--- src/rtl/ann_pkg.sv ---
// Shared definitions for the ANN weight path: default row geometry, fetch FSM
// encoding and the FIFO credit rule used by the weight fetch controller.
package ann_pkg;

    localparam int WEIGHT_W  = 16;
    localparam int ROW_DEPTH = 28;
    localparam int WADDR_W   = 5;

    typedef enum logic [1:0] {
        ST_IDLE  = 2'd0,
        ST_FETCH = 2'd1,
        ST_DRAIN = 2'd2
    } fetch_state_e;

    // A read may be issued only if the words already held or in flight, less the
    // one leaving on this edge, leave a free slot in the 2-entry skid FIFO.
    function automatic logic fifo_has_credit(input logic [1:0] cnt,
                                             input logic       pending,
                                             input logic       pop);
        logic [2:0] occ;
        occ = {1'b0, cnt} + {2'b00, pending} - {2'b00, pop};
        return (occ < 3'd2);
    endfunction

endpackage

--- src/rtl/weight_skid_fifo.sv ---
// Two-entry FIFO that absorbs BRAM read data while the weight stream is stalled.
// Simultaneous push and pop keep the count unchanged and preserve order.
module weight_skid_fifo #(
    parameter int W = 22
) (
    input  logic         i_clk,
    input  logic         i_rst,
    input  logic         i_push,
    input  logic [W-1:0] i_din,
    input  logic         i_pop,
    output logic [W-1:0] o_dout,
    output logic [1:0]   o_cnt
);

    logic [W-1:0] r_mem [2];
    logic         r_wr_ptr;
    logic         r_rd_ptr;
    logic [1:0]   r_cnt;
    logic         w_pop;
    logic         w_push;

    assign w_pop  = i_pop && (r_cnt != 2'd0);
    assign w_push = i_push && ((r_cnt != 2'd2) || w_pop);

    always_ff @(posedge i_clk or posedge i_rst) begin
        if (i_rst) begin
            r_mem[0] <= '0;
            r_mem[1] <= '0;
            r_wr_ptr <= 1'b0;
            r_rd_ptr <= 1'b0;
            r_cnt    <= 2'd0;
        end else begin
            if (w_push) begin
                r_mem[r_wr_ptr] <= i_din;
                r_wr_ptr        <= ~r_wr_ptr;
            end
            if (w_pop) begin
                r_rd_ptr <= ~r_rd_ptr;
            end
            case ({w_push, w_pop})
                2'b10:   r_cnt <= r_cnt + 2'd1;
                2'b01:   r_cnt <= r_cnt - 2'd1;
                default: r_cnt <= r_cnt;
            endcase
        end
    end

    assign o_dout = r_mem[r_rd_ptr];
    assign o_cnt  = r_cnt;

endmodule

--- src/rtl/weight_fetch_ctrl.sv ---
// Read-side master for one weight BRAM bank: fetches a row of DEPTH words on START
// and streams them over valid/ready with index and LAST tags.
module weight_fetch_ctrl
    import ann_pkg::*;
#(
    parameter int DEPTH  = ROW_DEPTH,
    parameter int ADDR_W = WADDR_W,
    parameter int DATA_W = WEIGHT_W,
    parameter int BASE   = 0
) (
    input  logic              CLK,
    input  logic              RST,
    input  logic              START,
    output logic              BUSY,
    output logic              DONE,
    output logic [ADDR_W-1:0] ADDR,
    output logic              EN,
    output logic              WE,
    output logic [DATA_W-1:0] DI,
    input  logic [DATA_W-1:0] DO_IN,
    output logic [DATA_W-1:0] W_DATA,
    output logic [ADDR_W-1:0] W_IDX,
    output logic              W_LAST,
    output logic              W_VALID,
    input  logic              W_READY
);

    localparam int               CNT_W    = ADDR_W + 1;
    localparam int               FW       = DATA_W + ADDR_W + 1;
    localparam logic [CNT_W-1:0] LAST_CNT = CNT_W'(DEPTH - 1);

    fetch_state_e      r_state;
    fetch_state_e      w_state_nxt;
    logic [CNT_W-1:0]  r_issue_cnt;
    logic              r_pending;
    logic [ADDR_W-1:0] r_pend_idx;
    logic              r_pend_last;
    logic [ADDR_W-1:0] r_addr;
    logic              r_en;
    logic              r_done;

    logic              w_issue;
    logic              w_busy;
    logic              w_pop;
    logic              w_valid;
    logic              w_credit;
    logic              w_last_issue;
    logic              w_last_pop;
    logic [1:0]        w_fifo_cnt;
    logic [FW-1:0]     w_fifo_din;
    logic [FW-1:0]     w_fifo_dout;

    assign w_valid      = (w_fifo_cnt != 2'd0);
    assign w_pop        = w_valid && W_READY;
    assign w_credit     = fifo_has_credit(w_fifo_cnt, r_pending, w_pop);
    assign w_last_issue = (r_issue_cnt == LAST_CNT);
    assign w_last_pop   = w_pop && w_fifo_dout[0];

    always_ff @(posedge CLK or posedge RST) begin
        if (RST) begin
            r_state <= ST_IDLE;
        end else begin
            r_state <= w_state_nxt;
        end
    end

    always_comb begin
        w_state_nxt = r_state;
        case (r_state)
            ST_IDLE:  if (START) w_state_nxt = (DEPTH == 1) ? ST_DRAIN : ST_FETCH;
            ST_FETCH: if (w_credit && w_last_issue) w_state_nxt = ST_DRAIN;
            ST_DRAIN: if (w_last_pop) w_state_nxt = ST_IDLE;
            default:  w_state_nxt = ST_IDLE;
        endcase
    end

    // The first read goes out on the START edge itself; the FIFO is always empty in IDLE.
    always_comb begin
        w_busy  = (r_state != ST_IDLE);
        w_issue = 1'b0;
        case (r_state)
            ST_IDLE:  w_issue = START;
            ST_FETCH: w_issue = w_credit;
            default:  w_issue = 1'b0;
        endcase
    end

    always_ff @(posedge CLK or posedge RST) begin
        if (RST) begin
            r_issue_cnt <= '0;
            r_pending   <= 1'b0;
            r_pend_idx  <= '0;
            r_pend_last <= 1'b0;
            r_addr      <= ADDR_W'(BASE);
            r_en        <= 1'b0;
            r_done      <= 1'b0;
        end else begin
            r_en      <= w_issue;
            r_pending <= w_issue;
            r_done    <= (r_state == ST_DRAIN) && w_last_pop;
            if (w_issue) begin
                r_addr      <= ADDR_W'(BASE) + r_issue_cnt[ADDR_W-1:0];
                r_pend_idx  <= r_issue_cnt[ADDR_W-1:0];
                r_pend_last <= w_last_issue;
                r_issue_cnt <= w_last_issue ? '0 : r_issue_cnt + 1'b1;
            end
        end
    end

    // The BRAM drives DO_IN on the negedge after an issue; it is captured with its tags here.
    assign w_fifo_din = {DO_IN, r_pend_idx, r_pend_last};

    weight_skid_fifo #(
        .W (FW)
    ) u_fifo (
        .i_clk  (CLK),
        .i_rst  (RST),
        .i_push (r_pending),
        .i_din  (w_fifo_din),
        .i_pop  (w_pop),
        .o_dout (w_fifo_dout),
        .o_cnt  (w_fifo_cnt)
    );

    assign BUSY    = w_busy;
    assign DONE    = r_done;
    assign ADDR    = r_addr;
    assign EN      = r_en;
    assign WE      = 1'b0;
    assign DI      = '0;
    assign W_DATA  = w_fifo_dout[FW-1 -: DATA_W];
    assign W_IDX   = w_fifo_dout[ADDR_W:1];
    assign W_LAST  = w_fifo_dout[0];
    assign W_VALID = w_valid;

endmodule
--- config.mk ---
export PLATFORM = sky130hd
export DESIGN_NAME = weight_fetch_ctrl
export DESIGN_NICKNAME = d
export VERILOG_FILES = /design/src/rtl/ann_pkg.sv /design/src/rtl/weight_skid_fifo.sv /design/src/rtl/weight_fetch_ctrl.sv
export SDC_FILE = /design/constraint.sdc
export NUM_CORES = 1
export LEC_CHECK = 0
export CAP_MARGIN = 20
export CORE_ASPECT_RATIO = 0.75
export CORE_MARGIN = 2
export CORE_UTILIZATION = 55
export CTS_CLUSTER_DIAMETER = 40
export DETAILED_ROUTE_END_ITERATION = 12
export GPL_TIMING_DRIVEN = 0
export PLACE_DENSITY_LB_ADDON = 0.1
export SLEW_MARGIN = 20
export SYNTH_ARGS = -nofsm -noshare
export SYNTH_HDL_FRONTEND = slang
export SYNTH_HIERARCHICAL = 1
export SYNTH_SLANG_ARGS = --single-unit
--- constraint.sdc ---
create_clock -name CLK -period 4.7 [get_ports CLK]
set_clock_uncertainty 0.2 [all_clocks]
set_input_delay 0.705 -clock CLK [delete_from_list [all_inputs] [get_ports CLK]]
set_output_delay 0.705 -clock CLK [all_outputs]
set_load 0.05 [all_outputs]
* Yosys cells after proc, flatten, opt, wreduce, memory -nomap -nowiden
Index checks and enable logic that the tools add are counted.
** Operators by class
- $add $sub $neg :: 5
- Multipliers :: 0
- Divide/modulo/power cells :: 0
- $lt $le $gt $ge :: 4
- Eq/ne operators :: 9
- Shifts and indexed selects :: 0
- Muxes and demuxes :: 13
- Bitwise gates (word level) :: 4
- Reduce and logical (&&, ||, !) cells :: 13
** Operators with widths (number)
- 2-to-1 mux 22 bit :: 4
- bitwise mux 44 bit :: 1
- demux 22 bit (select 1 bit) :: 1
- != test 2 bit (second input constant) :: 4
- logical AND 1 bit :: 7
- adder 6 x 1 -> 6 bit (second input constant) :: 1
- == test 6 x 5 -> 1 bit (second input constant) :: 1
- 2-to-1 mux 2 bit :: 3
- 2-to-1 mux 6 bit :: 1
- one-hot mux 2 bit (3 select lines) :: 1
- nonzero test 2 bit :: 3
- == test 2 x 1 -> 1 bit (second input constant) :: 2
- == test 2 bit (second input constant) :: 2
- greater-or-equal comparator 2 bit (second input constant) :: 2
- inverter 1 -> 2 bit :: 2
- one-hot mux 2 bit (2 select lines) :: 1
- adder 2 x 1 -> 3 bit :: 1
- less-than comparator 3 x 2 -> 1 bit (second input constant) :: 1
- AND reduction 3 bit :: 1
- subtractor 3 x 1 -> 3 bit :: 1
- adder 2 x 1 -> 2 bit (second input constant) :: 1
- logical NOT 2 bit :: 1
- less-than comparator 2 x 1 -> 1 bit (second input constant) :: 1
- inverter 1 bit :: 2
- other kinds (3) :: 3
** Storage, ports and cells
- Bits in registers :: 64
- Latch bits :: 0
- RAM bits :: 0
- Bits in read-only memories :: 0
- Bits of input ports :: 20
- Output and inout bits :: 48
- Word-level logic and storage cells :: 59
- Memories kept :: 0

* Longest topological paths before layout
- Depth after elaboration :: 7
- Mapped depth :: 9
- Mapped depth without buffers :: 8

* By module
Netlist, hierarchy kept.
** Modules (own cells, without submodules)
- weight_skid_fifo :: times used 1, cells each 134, area each 2274.7 um^2, sequential area each 1201.2 um^2
- weight_fetch_ctrl :: times used 1, cells each 80, area each 933.4 um^2, sequential area each 400.4 um^2

* Least setup slack after synthesis
No wires, ideal clock.
- Path type :: input-to-reg
- From :: input W_READY
- To :: register r_addr[2] (netlist: ADDR[2])
- Library setup time :: 0.125 ns
- Arrival time :: 2.533 ns
- Data required time :: 4.375 ns
- Setup slack :: 1.842 ns
- Cell stages on the path :: 8
- Path buffers :: 1
- Cells stage by stage :: o21a_1 > nor2b_1 > o21ai_0 > fa_1 > xnor2_1 > a32o_2 > buf_8 > mux2_4
** Between the ends
- Longest elaborated chain between the ends :: 4
** Ends and longest elaborated chain
- start, declared :: line weight_fetch_ctrl.sv:25 : input logic W_READY
- logical AND 1 bit :: line weight_fetch_ctrl.sv:54 : assign w_pop = w_valid && W_READY;
- subtractor 3 x 1 -> 3 bit :: line ann_pkg.sv:21 : occ = {1'b0, cnt} + {2'b00, pending} - {2'b00, pop};
- less-than comparator 3 x 2 -> 1 bit :: line ann_pkg.sv:22 : return (occ < 3'd2);
- one-hot mux 1 bit (2 select lines) :: line weight_fetch_ctrl.sv:81 : case (r_state)
- via w_issue :: line weight_fetch_ctrl.sv:42 : logic w_issue;
- end signal, assigned :: line weight_fetch_ctrl.sv:94 : r_addr <= ADDR_W'(BASE);
- end signal, assigned :: line weight_fetch_ctrl.sv:102 : r_addr <= ADDR_W'(BASE) + r_issue_cnt[ADDR_W-1:0];
- end, declared :: line weight_fetch_ctrl.sv:38 : logic [ADDR_W-1:0] r_addr;
The timed path passes the listed nets, and every way through them passes these cells.
A chain may end at the register's enable or synchronous reset.

* Worst setup path in the final report
- From :: input W_READY
- To :: register r_addr[2] (netlist: ADDR[2])
** Between the ends
- Longest elaborated chain between the ends :: 4
** Ends and longest elaborated chain
- logical AND 1 bit :: line weight_fetch_ctrl.sv:54
- via w_pop :: line weight_fetch_ctrl.sv:44 : logic w_pop;
- subtractor 3 x 1 -> 3 bit :: line ann_pkg.sv:21
- less-than comparator 3 x 2 -> 1 bit :: line ann_pkg.sv:22
- one-hot mux 1 bit (2 select lines) :: line weight_fetch_ctrl.sv:81
- via w_issue :: line weight_fetch_ctrl.sv:42
The timed path passes the listed nets, and every way through them passes these cells.

==> run summary <==
Clock Latency Late Sink: 0.34 ns
R2R Setup Slk: 1.82 ns
Reg2Reg Launch Point: u_fifo/o_cnt[0]$_DFFE_PP0P_
H-tree Lvls: 3
post-synth cell types: 35
total negative setup slack: 0 ns
Post-CTS Setup Bufs: 0
Syn Std Cell Area: 3210 sq um
Clock Root Buffer: clkbuf_8
Critical Path Start: W_READY
critical path arrival: 3.16 ns
required time worst endpoint: 4.73 ns
synth warn: 6
min Tclk post-route: 3.14 ns
critical path type: input port to register
num rows: 24
number of global-route vias before repair: 1900
layout cell share with drive strength beyond 1: 0.424
fin area: 4080 sq um
post-cts resize count: 0
Synth Area per Inst: 15.0 sq um
Hold-fix buffers, CTS: 0
count of buffers from port buffering: 50
Critical Path Max Stage Delay: 0.48 ns
FF-to-FF End: ADDR[2]$_DFFE_PP0P_
Total Wirelength: 5630 um
DRC Markers: 0
post-route insts no fill: 375
Setup Viol. Count Final: 0
critical path peak fanout: 10
flops & latches, synth: 64
fin crit share: 0.668
Synth Instances: 214
ANT cells: 0
Ports: 68
CTS tree: built
total congestion overflow: 0
wire length per cell: 15.0 um
placed standard-cell area: 3890 sq um
largest net degree at the start of global routing: 34
R2R cell count: 8
slowest stage cell, crit path: clkdlybuf4s50_1
register area: 1600 sq um
type of origin of the critical path: input port
chip height: 70.1 um
clock-pin slew on the worst setup and hold paths: 0.07 ns
crit-path cells: clkdlybuf4s50_1 > o21a_1 > nor2b_1 > o21ai_0 > fa_1 > xnor2_1 > a32o_2 > buf_8 > mux2_4
CTS Sinks: 64
CP delay by family, top: compound AO/OA/AOI/OAI gates
gr usage total: 0.197
cell count along the critical path: 9
outcome: complete, no violations
Max Clk Rate: 319 MHz
Initial DRC Count: 77
Die Area: 6470 sq um
P&R area growth vs syn: 27.2%
Vias/cell: 4.89
core area: 5740 sq um
final hold vios: 0
Worst Tran Pin Value: 0.581 ns
maxcap violations: 0
GPL Wtd Cong: 0.772
DR pass1 iterations: 4
routed via count: 1834
Fillers: 422
Rel. slew slack: 0.612
Layout Nets: 315
Final Max Slew Viols: 0
remaining antenna violation count: 0
Post-DP HPWL: 3860 um
Bufs on Longest Clock Path: 2
placed insts: 359
hold slack final: 0.308 ns
multi-input logic area: 1460 sq um
RSZ-0062 raised after global routing: false
Die X-Extent: 92.2 um
CP Capture Type: register
initial core utilization: 0.559
worst path bufs/invs: 2
sequential area share after synthesis: 0.499
Min-Delay Path Class: register to register
CTS Buf Count: 9
first-pass GRT wire length: 9690 um
Critical Path End: ADDR[2]$_DFFE_PP0P_
initial antenna violation count: 0
## metrics by stage
| step | setup slack, ns | util |
|---|---|---|
| floorplan | 1.84 | - |
| global placement | 1.23 | 0.674 |
| detailed placement | 1.20 | 0.678 |
| CTS | 1.56 | 0.712 |
| global route | 1.40 | 0.712 |
| finish | 1.56 | 0.712 |
## cell type report
type                       instances  area share
buffer                            24      0.0484
multi-input combinational        139       0.357
sequential                        64       0.392
inverter                           3     0.00276
clock inverter                     7      0.0175
tap                               78      0.0239
timing repair buffer              51       0.128
clock buffer                       9      0.0303
## cells in the final DEF, fill, tap and decap left out, types with 2 or more instances in the layout
cell	synthesis	final
clkinv_4	0	2
clkdlybuf4s50_1	0	50
inv_1	3	2
conb_1	1	17
buf_4	17	17
o21a_1	2	2
ha_1	2	2
and3_1	2	2
buf_6	4	4
nand2_1	6	6
nor3b_4	2	2
xor2_1	2	2
dfrtp_1	64	64
xnor2_1	5	5
mux2_4	44	44
nor2b_1	3	3
mux2_2	31	31
clkinv_2	0	3
buf_2	2	2
clkbuf_8	0	9
nor2_1	6	6
## state kept, by name, indices dropped and copies added (netlist names)
name / cells
u_fifo/r_mem: 44
ADDR: 5
u_fifo/r_wr_ptr: 1
u_fifo/r_rd_ptr: 1
r_state: 2
r_pend_last: 1
u_fifo/o_cnt: 2
EN: 1
DONE: 1
r_issue_cnt: 6
## per-layer routing
metal,up-vias,global-route usage,routed length [um]
li1,872,-,-
met1,897,0.290,2910
met2,58,0.275,2380
met3,7,0.0680,290
met4,0,0.0647,43
met5,-,0,0
## cell usage after synthesis (all sizes together)
cell type	n	share of area
ha	2	0.0078
o21ai	2	0.0043
a32o	1	0.0035
nor4b	1	0.0074
nor2	7	0.0090
inv	3	0.0035
conb	1	0.0012
or2b	1	0.0023
nand2b	1	0.0020
mux2	75	0.31
fa	1	0.0062
dfrtp	64	0.50
nor2b	4	0.010
a211oi	1	0.0023
xor2	2	0.0055
nor3b	3	0.014
and3	2	0.0039
a41oi	1	0.0051
nand2	6	0.0070
o21a	2	0.0047
xnor2	5	0.014
buf	24	0.062
o2bb2ai	1	0.0027
or2	1	0.0020
a22o	1	0.0027
nand3	1	0.0016
a31oi	1	0.0020
## worst min path at each step
stage | start | endpoint | slack, ns | depth (start not counted)
4_1_cts | u_fifo/r_mem[39]$_DFFE_PP0P_ | u_fifo/r_mem[39]$_DFFE_PP0P_ | 0.31 | 1
3_3_place_gp | u_fifo/r_mem[12]$_DFFE_PP0P_ | u_fifo/r_mem[12]$_DFFE_PP0P_ | 0.29 | 1
6_report | u_fifo/r_mem[38]$_DFFE_PP0P_ | u_fifo/r_mem[38]$_DFFE_PP0P_ | 0.31 | 1
5_1_grt | u_fifo/r_mem[31]$_DFFE_PP0P_ | u_fifo/r_mem[31]$_DFFE_PP0P_ | 0.33 | 1
3_5_place_dp | u_fifo/r_mem[17]$_DFFE_PP0P_ | u_fifo/r_mem[17]$_DFFE_PP0P_ | 0.29 | 1
2_1_floorplan | u_fifo/r_mem[20]$_DFFE_PP0P_ | u_fifo/r_mem[20]$_DFFE_PP0P_ | 0.27 | 1
## kinds of logic (layout without fill, tap and decap cells)
group | after synthesis | in the layout | synth area share
fa+ha+maj | 3 | 3 | 0.0140
mux | 75 | 75 | 0.315
simple gates | 27 | 27 | 0.0593
compound gates | 10 | 10 | 0.0273
xor+xnor | 7 | 7 | 0.0191
buf+inv | 27 | 94 | 0.0651
flops | 64 | 64 | 0.499
other cells | 1 | 17 | 0.00117
Power is left out: the tool's default activity adds up to more than one toggle a clock period on the data nets, which glitch-free logic cannot reach.
